### config.mk
export PLATFORM = sky130hd
export DESIGN_NAME = vector_add_arbiter_flat
export DESIGN_NICKNAME = d
export VERILOG_FILES = /design/src/rtl/vector_add_arbiter_if.sv /design/src/rtl/vector_add_arbiter.sv /design/src/flat_wrapper.sv
export SDC_FILE = /design/constraint.sdc
export NUM_CORES = 1
export LEC_CHECK = 0
export CELL_PAD_IN_SITES_DETAIL_PLACEMENT = 0
export CELL_PAD_IN_SITES_GLOBAL_PLACEMENT = 1
export CORE_MARGIN = 2
export CORE_UTILIZATION = 24
export DETAILED_ROUTE_END_ITERATION = 10
export GPL_ROUTABILITY_DRIVEN = 0
export PLACE_DENSITY_LB_ADDON = 0.15
export SYNTH_ARGS = -nofsm -noshare
export SYNTH_HDL_FRONTEND = slang
export SYNTH_SLANG_ARGS = --single-unit
export TNS_END_PERCENT = 50
### constraint.sdc
create_clock -name clk -period 2.16 [get_ports clk]
set_input_delay 0.432 -clock clk [delete_from_list [all_inputs] [get_ports clk]]
set_output_delay 0.432 -clock clk [all_outputs]
set_load 0.005 [all_outputs]
### src/rtl/vector_add_arbiter_if.sv
// Bundle of every non-clock, non-reset signal of vector_add_arbiter.
//   Requester side : req_a/req_b (one operand slot per requester), req_valid/req_ready,
//                    resp_result (shared), resp_valid/resp_ready (per requester), resp_error.
//   Adder side     : add_a/add_b + valids, add_a_ready/add_b_ready,
//                    add_result/add_result_valid/add_error, add_result_ready.
//   Status         : busy, grant_id.
// Modport slave is the arbiter's view; modport master is the surrounding system's view.
interface vector_add_arbiter_if #(
    parameter int NUM_REQ           = 2,
    parameter int VECTOR_LEN        = 5,
    parameter int A_CELL_WIDTH      = 8,
    parameter int B_CELL_WIDTH      = 8,
    parameter int RESULT_CELL_WIDTH = 8
);
    localparam int GRANT_W = (NUM_REQ > 1) ? $clog2(NUM_REQ) : 1;
    localparam int A_VEC_W = VECTOR_LEN * A_CELL_WIDTH;
    localparam int B_VEC_W = VECTOR_LEN * B_CELL_WIDTH;
    localparam int R_VEC_W = VECTOR_LEN * RESULT_CELL_WIDTH;

    logic [NUM_REQ*A_VEC_W-1:0] req_a;
    logic [NUM_REQ*B_VEC_W-1:0] req_b;
    logic [NUM_REQ-1:0]         req_valid;
    logic [NUM_REQ-1:0]         req_ready;

    logic [R_VEC_W-1:0]         resp_result;
    logic [NUM_REQ-1:0]         resp_valid;
    logic [NUM_REQ-1:0]         resp_ready;
    logic                       resp_error;

    logic [A_VEC_W-1:0]         add_a;
    logic [B_VEC_W-1:0]         add_b;
    logic                       add_a_valid;
    logic                       add_b_valid;
    logic                       add_a_ready;
    logic                       add_b_ready;
    logic [R_VEC_W-1:0]         add_result;
    logic                       add_result_valid;
    logic                       add_result_ready;
    logic                       add_error;

    logic                       busy;
    logic [GRANT_W-1:0]         grant_id;

    modport slave (
        input  req_a, req_b, req_valid, resp_ready,
        input  add_a_ready, add_b_ready, add_result, add_result_valid, add_error,
        output req_ready, resp_result, resp_valid, resp_error,
        output add_a, add_b, add_a_valid, add_b_valid, add_result_ready,
        output busy, grant_id
    );

    modport master (
        output req_a, req_b, req_valid, resp_ready,
        output add_a_ready, add_b_ready, add_result, add_result_valid, add_error,
        input  req_ready, resp_result, resp_valid, resp_error,
        input  add_a, add_b, add_a_valid, add_b_valid, add_result_ready,
        input  busy, grant_id
    );
endinterface

### src/rtl/vector_add_arbiter.sv
// Round-robin arbiter letting NUM_REQ requesters share one vector_add instance.
// One transaction is in flight at a time: IDLE picks a requester and captures its
// operands, ISSUE hands them to the adder, WAIT collects the result, RESP presents it
// to the granted requester until it is taken.
// Ports:
//   clk  - clock
//   rst  - synchronous, active-high reset
//   bus  - vector_add_arbiter_if.slave: requester handshakes, adder handshakes,
//          busy (state != IDLE) and grant_id (requester currently served)
module vector_add_arbiter #(
    parameter int NUM_REQ           = 2,
    parameter int VECTOR_LEN        = 5,
    parameter int A_CELL_WIDTH      = 8,
    parameter int B_CELL_WIDTH      = 8,
    parameter int RESULT_CELL_WIDTH = 8
) (
    input  logic                  clk,
    input  logic                  rst,
    vector_add_arbiter_if.slave   bus
);
    localparam int GRANT_W = (NUM_REQ > 1) ? $clog2(NUM_REQ) : 1;
    localparam int A_VEC_W = VECTOR_LEN * A_CELL_WIDTH;
    localparam int B_VEC_W = VECTOR_LEN * B_CELL_WIDTH;
    localparam int R_VEC_W = VECTOR_LEN * RESULT_CELL_WIDTH;

    typedef enum logic [1:0] {
        IDLE,
        ISSUE,
        WAIT,
        RESP
    } state_t;

    state_t               state_q, state_d;
    logic [GRANT_W-1:0]   last_grant_q, last_grant_d;
    logic [GRANT_W-1:0]   grant_id_q, grant_id_d;
    logic [A_VEC_W-1:0]   op_a_q, op_a_d;
    logic [B_VEC_W-1:0]   op_b_q, op_b_d;
    logic [R_VEC_W-1:0]   resp_result_q, resp_result_d;
    logic                 resp_error_q, resp_error_d;

    // Round-robin search results
    logic                 found;
    logic [GRANT_W-1:0]   sel;
    logic [GRANT_W-1:0]   cand;
    int unsigned          rr_idx;

    // Combinational handshake outputs
    logic [NUM_REQ-1:0]   req_ready_c;
    logic [NUM_REQ-1:0]   resp_valid_c;
    logic                 add_a_valid_c;
    logic                 add_b_valid_c;
    logic                 add_result_ready_c;

    // Search starts one past the last served requester so each requester is
    // skipped at most NUM_REQ-1 times while others are pending.
    always_comb begin
        found  = 1'b0;
        sel    = '0;
        cand   = '0;
        rr_idx = 0;
        for (int unsigned i = 1; i <= NUM_REQ; i++) begin
            rr_idx = (32'(last_grant_q) + i) % NUM_REQ;
            cand   = GRANT_W'(rr_idx);
            if (!found && bus.req_valid[cand]) begin
                found = 1'b1;
                sel   = cand;
            end
        end
    end

    always_comb begin
        state_d            = state_q;
        last_grant_d       = last_grant_q;
        grant_id_d         = grant_id_q;
        op_a_d             = op_a_q;
        op_b_d             = op_b_q;
        resp_result_d      = resp_result_q;
        resp_error_d       = resp_error_q;
        req_ready_c        = '0;
        resp_valid_c       = '0;
        add_a_valid_c      = 1'b0;
        add_b_valid_c      = 1'b0;
        add_result_ready_c = 1'b0;

        case (state_q)
            IDLE: begin
                if (found) begin
                    req_ready_c[sel] = 1'b1;
                    grant_id_d       = sel;
                    op_a_d           = bus.req_a[32'(sel)*A_VEC_W +: A_VEC_W];
                    op_b_d           = bus.req_b[32'(sel)*B_VEC_W +: B_VEC_W];
                    state_d          = ISSUE;
                end
            end
            ISSUE: begin
                add_a_valid_c = 1'b1;
                add_b_valid_c = 1'b1;
                if (bus.add_a_ready && bus.add_b_ready) begin
                    state_d = WAIT;
                end
            end
            WAIT: begin
                add_result_ready_c = bus.add_result_valid;
                if (bus.add_result_valid) begin
                    resp_result_d = bus.add_result;
                    resp_error_d  = bus.add_error;
                    state_d       = RESP;
                end
            end
            RESP: begin
                resp_valid_c[grant_id_q] = 1'b1;
                // Only the granted requester's resp_ready completes the response.
                if (bus.resp_ready[grant_id_q]) begin
                    last_grant_d = grant_id_q;
                    state_d      = IDLE;
                end
            end
            default: begin
                state_d = IDLE;
            end
        endcase

        // Reset is synchronous, so state may still be stale during the first
        // reset cycle; force every handshake output low while rst is asserted.
        if (rst) begin
            req_ready_c        = '0;
            resp_valid_c       = '0;
            add_a_valid_c      = 1'b0;
            add_b_valid_c      = 1'b0;
            add_result_ready_c = 1'b0;
        end
    end

    always_ff @(posedge clk) begin
        if (rst) begin
            state_q       <= IDLE;
            last_grant_q  <= GRANT_W'(NUM_REQ - 1);
            grant_id_q    <= '0;
            op_a_q        <= '0;
            op_b_q        <= '0;
            resp_result_q <= '0;
            resp_error_q  <= 1'b0;
        end else begin
            state_q       <= state_d;
            last_grant_q  <= last_grant_d;
            grant_id_q    <= grant_id_d;
            op_a_q        <= op_a_d;
            op_b_q        <= op_b_d;
            resp_result_q <= resp_result_d;
            resp_error_q  <= resp_error_d;
        end
    end

    assign bus.req_ready        = req_ready_c;
    assign bus.resp_valid       = resp_valid_c;
    assign bus.resp_result      = resp_result_q;
    assign bus.resp_error       = resp_error_q;
    // Operand registers feed the adder directly so they stay stable through WAIT.
    assign bus.add_a            = op_a_q;
    assign bus.add_b            = op_b_q;
    assign bus.add_a_valid      = add_a_valid_c;
    assign bus.add_b_valid      = add_b_valid_c;
    assign bus.add_result_ready = add_result_ready_c;
    assign bus.busy             = (state_q != IDLE);
    assign bus.grant_id         = grant_id_q;

endmodule

### src/flat_wrapper.sv
// flat-port wrapper written by rule: the top's interface ports become plain ports
module vector_add_arbiter_flat 
#(
    parameter int NUM_REQ           = 2,
    parameter int VECTOR_LEN        = 5,
    parameter int A_CELL_WIDTH      = 8,
    parameter int B_CELL_WIDTH      = 8,
    parameter int RESULT_CELL_WIDTH = 8
)
  (clk, rst, bus_req_a, bus_req_b, bus_req_valid, bus_resp_ready, bus_add_a_ready, bus_add_b_ready, bus_add_result, bus_add_result_valid, bus_add_error, bus_req_ready, bus_resp_result, bus_resp_valid, bus_resp_error, bus_add_a, bus_add_b, bus_add_a_valid, bus_add_b_valid, bus_add_result_ready, bus_busy, bus_grant_id);
  vector_add_arbiter_if #(.NUM_REQ(NUM_REQ), .VECTOR_LEN(VECTOR_LEN), .A_CELL_WIDTH(A_CELL_WIDTH), .B_CELL_WIDTH(B_CELL_WIDTH), .RESULT_CELL_WIDTH(RESULT_CELL_WIDTH)) bus_i ();
  input  logic clk;
  input  logic rst;
  input wire logic [$bits(bus_i.req_a)-1:0] bus_req_a;
  input wire logic [$bits(bus_i.req_b)-1:0] bus_req_b;
  input wire logic [$bits(bus_i.req_valid)-1:0] bus_req_valid;
  input wire logic [$bits(bus_i.resp_ready)-1:0] bus_resp_ready;
  input wire logic [$bits(bus_i.add_a_ready)-1:0] bus_add_a_ready;
  input wire logic [$bits(bus_i.add_b_ready)-1:0] bus_add_b_ready;
  input wire logic [$bits(bus_i.add_result)-1:0] bus_add_result;
  input wire logic [$bits(bus_i.add_result_valid)-1:0] bus_add_result_valid;
  input wire logic [$bits(bus_i.add_error)-1:0] bus_add_error;
  output wire logic [$bits(bus_i.req_ready)-1:0] bus_req_ready;
  output wire logic [$bits(bus_i.resp_result)-1:0] bus_resp_result;
  output wire logic [$bits(bus_i.resp_valid)-1:0] bus_resp_valid;
  output wire logic [$bits(bus_i.resp_error)-1:0] bus_resp_error;
  output wire logic [$bits(bus_i.add_a)-1:0] bus_add_a;
  output wire logic [$bits(bus_i.add_b)-1:0] bus_add_b;
  output wire logic [$bits(bus_i.add_a_valid)-1:0] bus_add_a_valid;
  output wire logic [$bits(bus_i.add_b_valid)-1:0] bus_add_b_valid;
  output wire logic [$bits(bus_i.add_result_ready)-1:0] bus_add_result_ready;
  output wire logic [$bits(bus_i.busy)-1:0] bus_busy;
  output wire logic [$bits(bus_i.grant_id)-1:0] bus_grant_id;
  assign bus_i.req_a = bus_req_a;
  assign bus_i.req_b = bus_req_b;
  assign bus_i.req_valid = bus_req_valid;
  assign bus_i.resp_ready = bus_resp_ready;
  assign bus_i.add_a_ready = bus_add_a_ready;
  assign bus_i.add_b_ready = bus_add_b_ready;
  assign bus_i.add_result = bus_add_result;
  assign bus_i.add_result_valid = bus_add_result_valid;
  assign bus_i.add_error = bus_add_error;
  assign bus_req_ready = bus_i.req_ready;
  assign bus_resp_result = bus_i.resp_result;
  assign bus_resp_valid = bus_i.resp_valid;
  assign bus_resp_error = bus_i.resp_error;
  assign bus_add_a = bus_i.add_a;
  assign bus_add_b = bus_i.add_b;
  assign bus_add_a_valid = bus_i.add_a_valid;
  assign bus_add_b_valid = bus_i.add_b_valid;
  assign bus_add_result_ready = bus_i.add_result_ready;
  assign bus_busy = bus_i.busy;
  assign bus_grant_id = bus_i.grant_id;
  vector_add_arbiter #(.NUM_REQ(NUM_REQ), .VECTOR_LEN(VECTOR_LEN), .A_CELL_WIDTH(A_CELL_WIDTH), .B_CELL_WIDTH(B_CELL_WIDTH), .RESULT_CELL_WIDTH(RESULT_CELL_WIDTH)) u_core (.clk(clk), .rst(rst), .bus(bus_i));
endmodule
==> run metrics <==
IO buf count ~340; clk_skew 7.51 ps; Worst Reg2Reg Path Length in Cells 6; total wire length a little under 20000 um; DR WL/cell 16.7 um; post-route setup TNS 0 ps; setup repair bufs after CTS 0; type of the worst setup path reg2out; # hold bufs at CTS 0; non-filler cells in the finished layout 1183; GR peak layer met2; global route total overflow 0; share of the synthesized area in the top cell type 51.4%; Mapped Cells 575; nets 1113; clock-pin slew on the worst setup and hold paths 50 ps; DRT Pass-1 Iters 4; final worst-path cycle share a little over nine tenths; CTS tree yes; pwr/cell area around 1000 nW/um^2; violation count after the first detailed-route iteration 217; Worst Path Max Fanout 6; number of clock sinks 125; top post-synthesis cells by area dfxtp_1 (51%), nand2_1 (15%), a22oi_1 (12%); multi-input logic area 2150 sq um; initial antenna violation count 1; Horiz. Die Dim 146 um; fillers 2003; routed vias/inst 4.52; fin util roughly 46%; Die ar. 21400 sq um; critical path arrival 1670 ps; final hold vios 0; setup slack, reg-to-reg 350 ps; met3 usage approximately 6.4%; vias in the first global route 5300; Post-Syn Area 4870 sq um; final slew viol count 0; GRT Util Overall a little under a fifth; post-synthesis cell type with the largest combined area dfxtp_1; Leak 3.55 nW; vias 5349; Final min period 2110 ps; layout cells sized above 1 under 10%; Ports 340; stages on the worst setup path 3; Buf/Inv on CP 1; Fmax 475 MHz; CTS max path bufs 2; Main synth FF type dfxtp_1; Clock Tree Root clkbuf_16; design area 9210 sq um; Mean Syn Cell Area 8.46 sq um; syn nets between 700 and 800; status completed; core footprint 20000 sq um; critical-path cell list ha_4, and3b_2, clkdlybuf4s50_1; Area Overhead vs Synth 89.2%; CP max stage delay 530 ps; Worst path top cell family by delay buffers and inverters; met1 GRT Util 20.4%; VDD IR max around 0.50 mV; Worst setup EP type primary output; Reg area 2510 sq um; Tot Pwr around 9.2 mW; required time of the worst setup path approximately 1700 ps; HP Class in2reg; HPWL Detailed ~15000 um; Slowest-stage cell, CP clkdlybuf4s50_1; Core Rows 52; Synth warnings 0; Slew Limit Headroom a little over half; post-synthesis sequential element count 125; Detail Route Antenna Nets 0; endpoints failing setup 0; Startpoint Class flop; largest net degree at the start of global routing 60; Initial Util 24.3%; Residual DRC 0; total placed cells including tap cells 1150; register area share after synthesis 51.4%; cts bufs inserted 17; RSZ-0062 raised after global routing false; Yosys cell types 30; placed cell area 8520 sq um; Hold Crit Depth 2; met2 usage 30.7%; die height 146 um; clk_lat worst skew 410 ps; maxcap violations 0; Max H-tree Level 4; Post-synth EDFFs 0; Slew @ Worst Pin 686 ps; Synth async-reset ratio 0%; first-pass GRT wire length 30300 um
==> synthesized netlist by cell type, types with 2 or more instances <==
library cell  instances
and2_1                3
a22oi_1              77
o21ai_1              12
buf_2                18
a32oi_1               3
inv_1                 2
mux2i_1               2
nor2_1               21
nand2_1             197
a21boi_1              2
buf_6                 2
a21oi_1              43
a32o_1               18
ha_1                  4
nor2b_1               2
nor3b_1               3
clkbuf_1             25
dfxtp_1             125
buf_4                 5
==> flip-flops by register name (all words and copies together), names as in the netlist <==
signal,count
u_core.bus.add_a,40
u_core.bus.add_b,40
u_core.bus.resp_result,40
u_core.state_q,2
u_core.bus.grant_id,1
u_core.bus.resp_error,1
u_core.last_grant_q,1
==> path summary, 6_finish.rpt <==
check                                     from                                end
max             u_core.state_q[0]$_SDFFE_PP0P_                  bus_resp_valid[1]
min                                        rst     u_core.state_q[1]$_SDFFE_PP0P_
max reg2reg     u_core.state_q[0]$_SDFFE_PP0P_  u_core.bus.add_a[29]$_SDFFE_PP0P_
min reg2reg  u_core.bus.add_b[31]$_SDFFE_PP0P_  u_core.bus.add_b[31]$_SDFFE_PP0P_
==> routing by layer <==
metal,routed length (um),vias up
li1,-,2635
met1,7920,2455
met2,9650,226
met3,1640,33
met4,507,0
met5,0,-
==> power by group <==
part	leakage, nW	internal [mW]	switching [mW]
clock	0.316	2.05	1.06
combinational	2.21	1.74	1.24
sequential	1.02	2.85	0.304
==> cell type report <==
type                       count  area share (%)
inverter                       3           0.122
tap                          270            3.67
timing repair buffer         356            38.6
clock inverter                10            1.74
multi-input combinational    396            23.3
sequential                   125            27.3
clock buffer                  22            5.26
antenna                        1          0.0272
==> timing repair <==
action / 4_1_cts / 5_1_grt
setup endpoints to repair: 8 / 3
gates cloned: 0 / 0
endpoints found under the hold margin: 0 / 0
gates resized for setup: 13 / 5
==> placed cells by master, fill, tap and decap left out, drive strengths merged, types with 2 or more instances in the layout <==
cell type / n
clkdlybuf4s50: 332
o21ai: 12
dlygate4sd2: 4
mux2i: 2
a2111oi: 2
clkinv: 5
dfxtp: 125
a22oi: 77
buf: 18
and2: 3
clkbuf: 22
a32o: 18
bufinv: 4
ha: 4
nor2b: 2
dlymetal6s2s: 2
a21boi: 2
nor3b: 3
inv: 3
nand2: 197
nor2: 21
a32oi: 3
a21oi: 43
==> through the flow <==
step | setup slack, ps | hold WS, ps
after floorplan | 525 | 435
after global placement | -124 | 424
after detailed placement | -127 | 428
after CTS | -15.9 | 355
after global routing | 0.573 | 386
final | 54.6 | 382
==> kinds of logic after synthesis <==
logic type / after synthesis / share of synthesized area (%)
AND/OR/NAND/NOR: 231 / 18.7
AO/OA/AOI/OAI: 159 / 22.9
flip-flops: 125 / 51.4
buffers and inverters: 54 / 5.50
adder cells (fa/ha/maj): 4 / 1.03
multiplexers: 2 / 0.411
No activity file was read; power rests on OpenSTA's default activity.
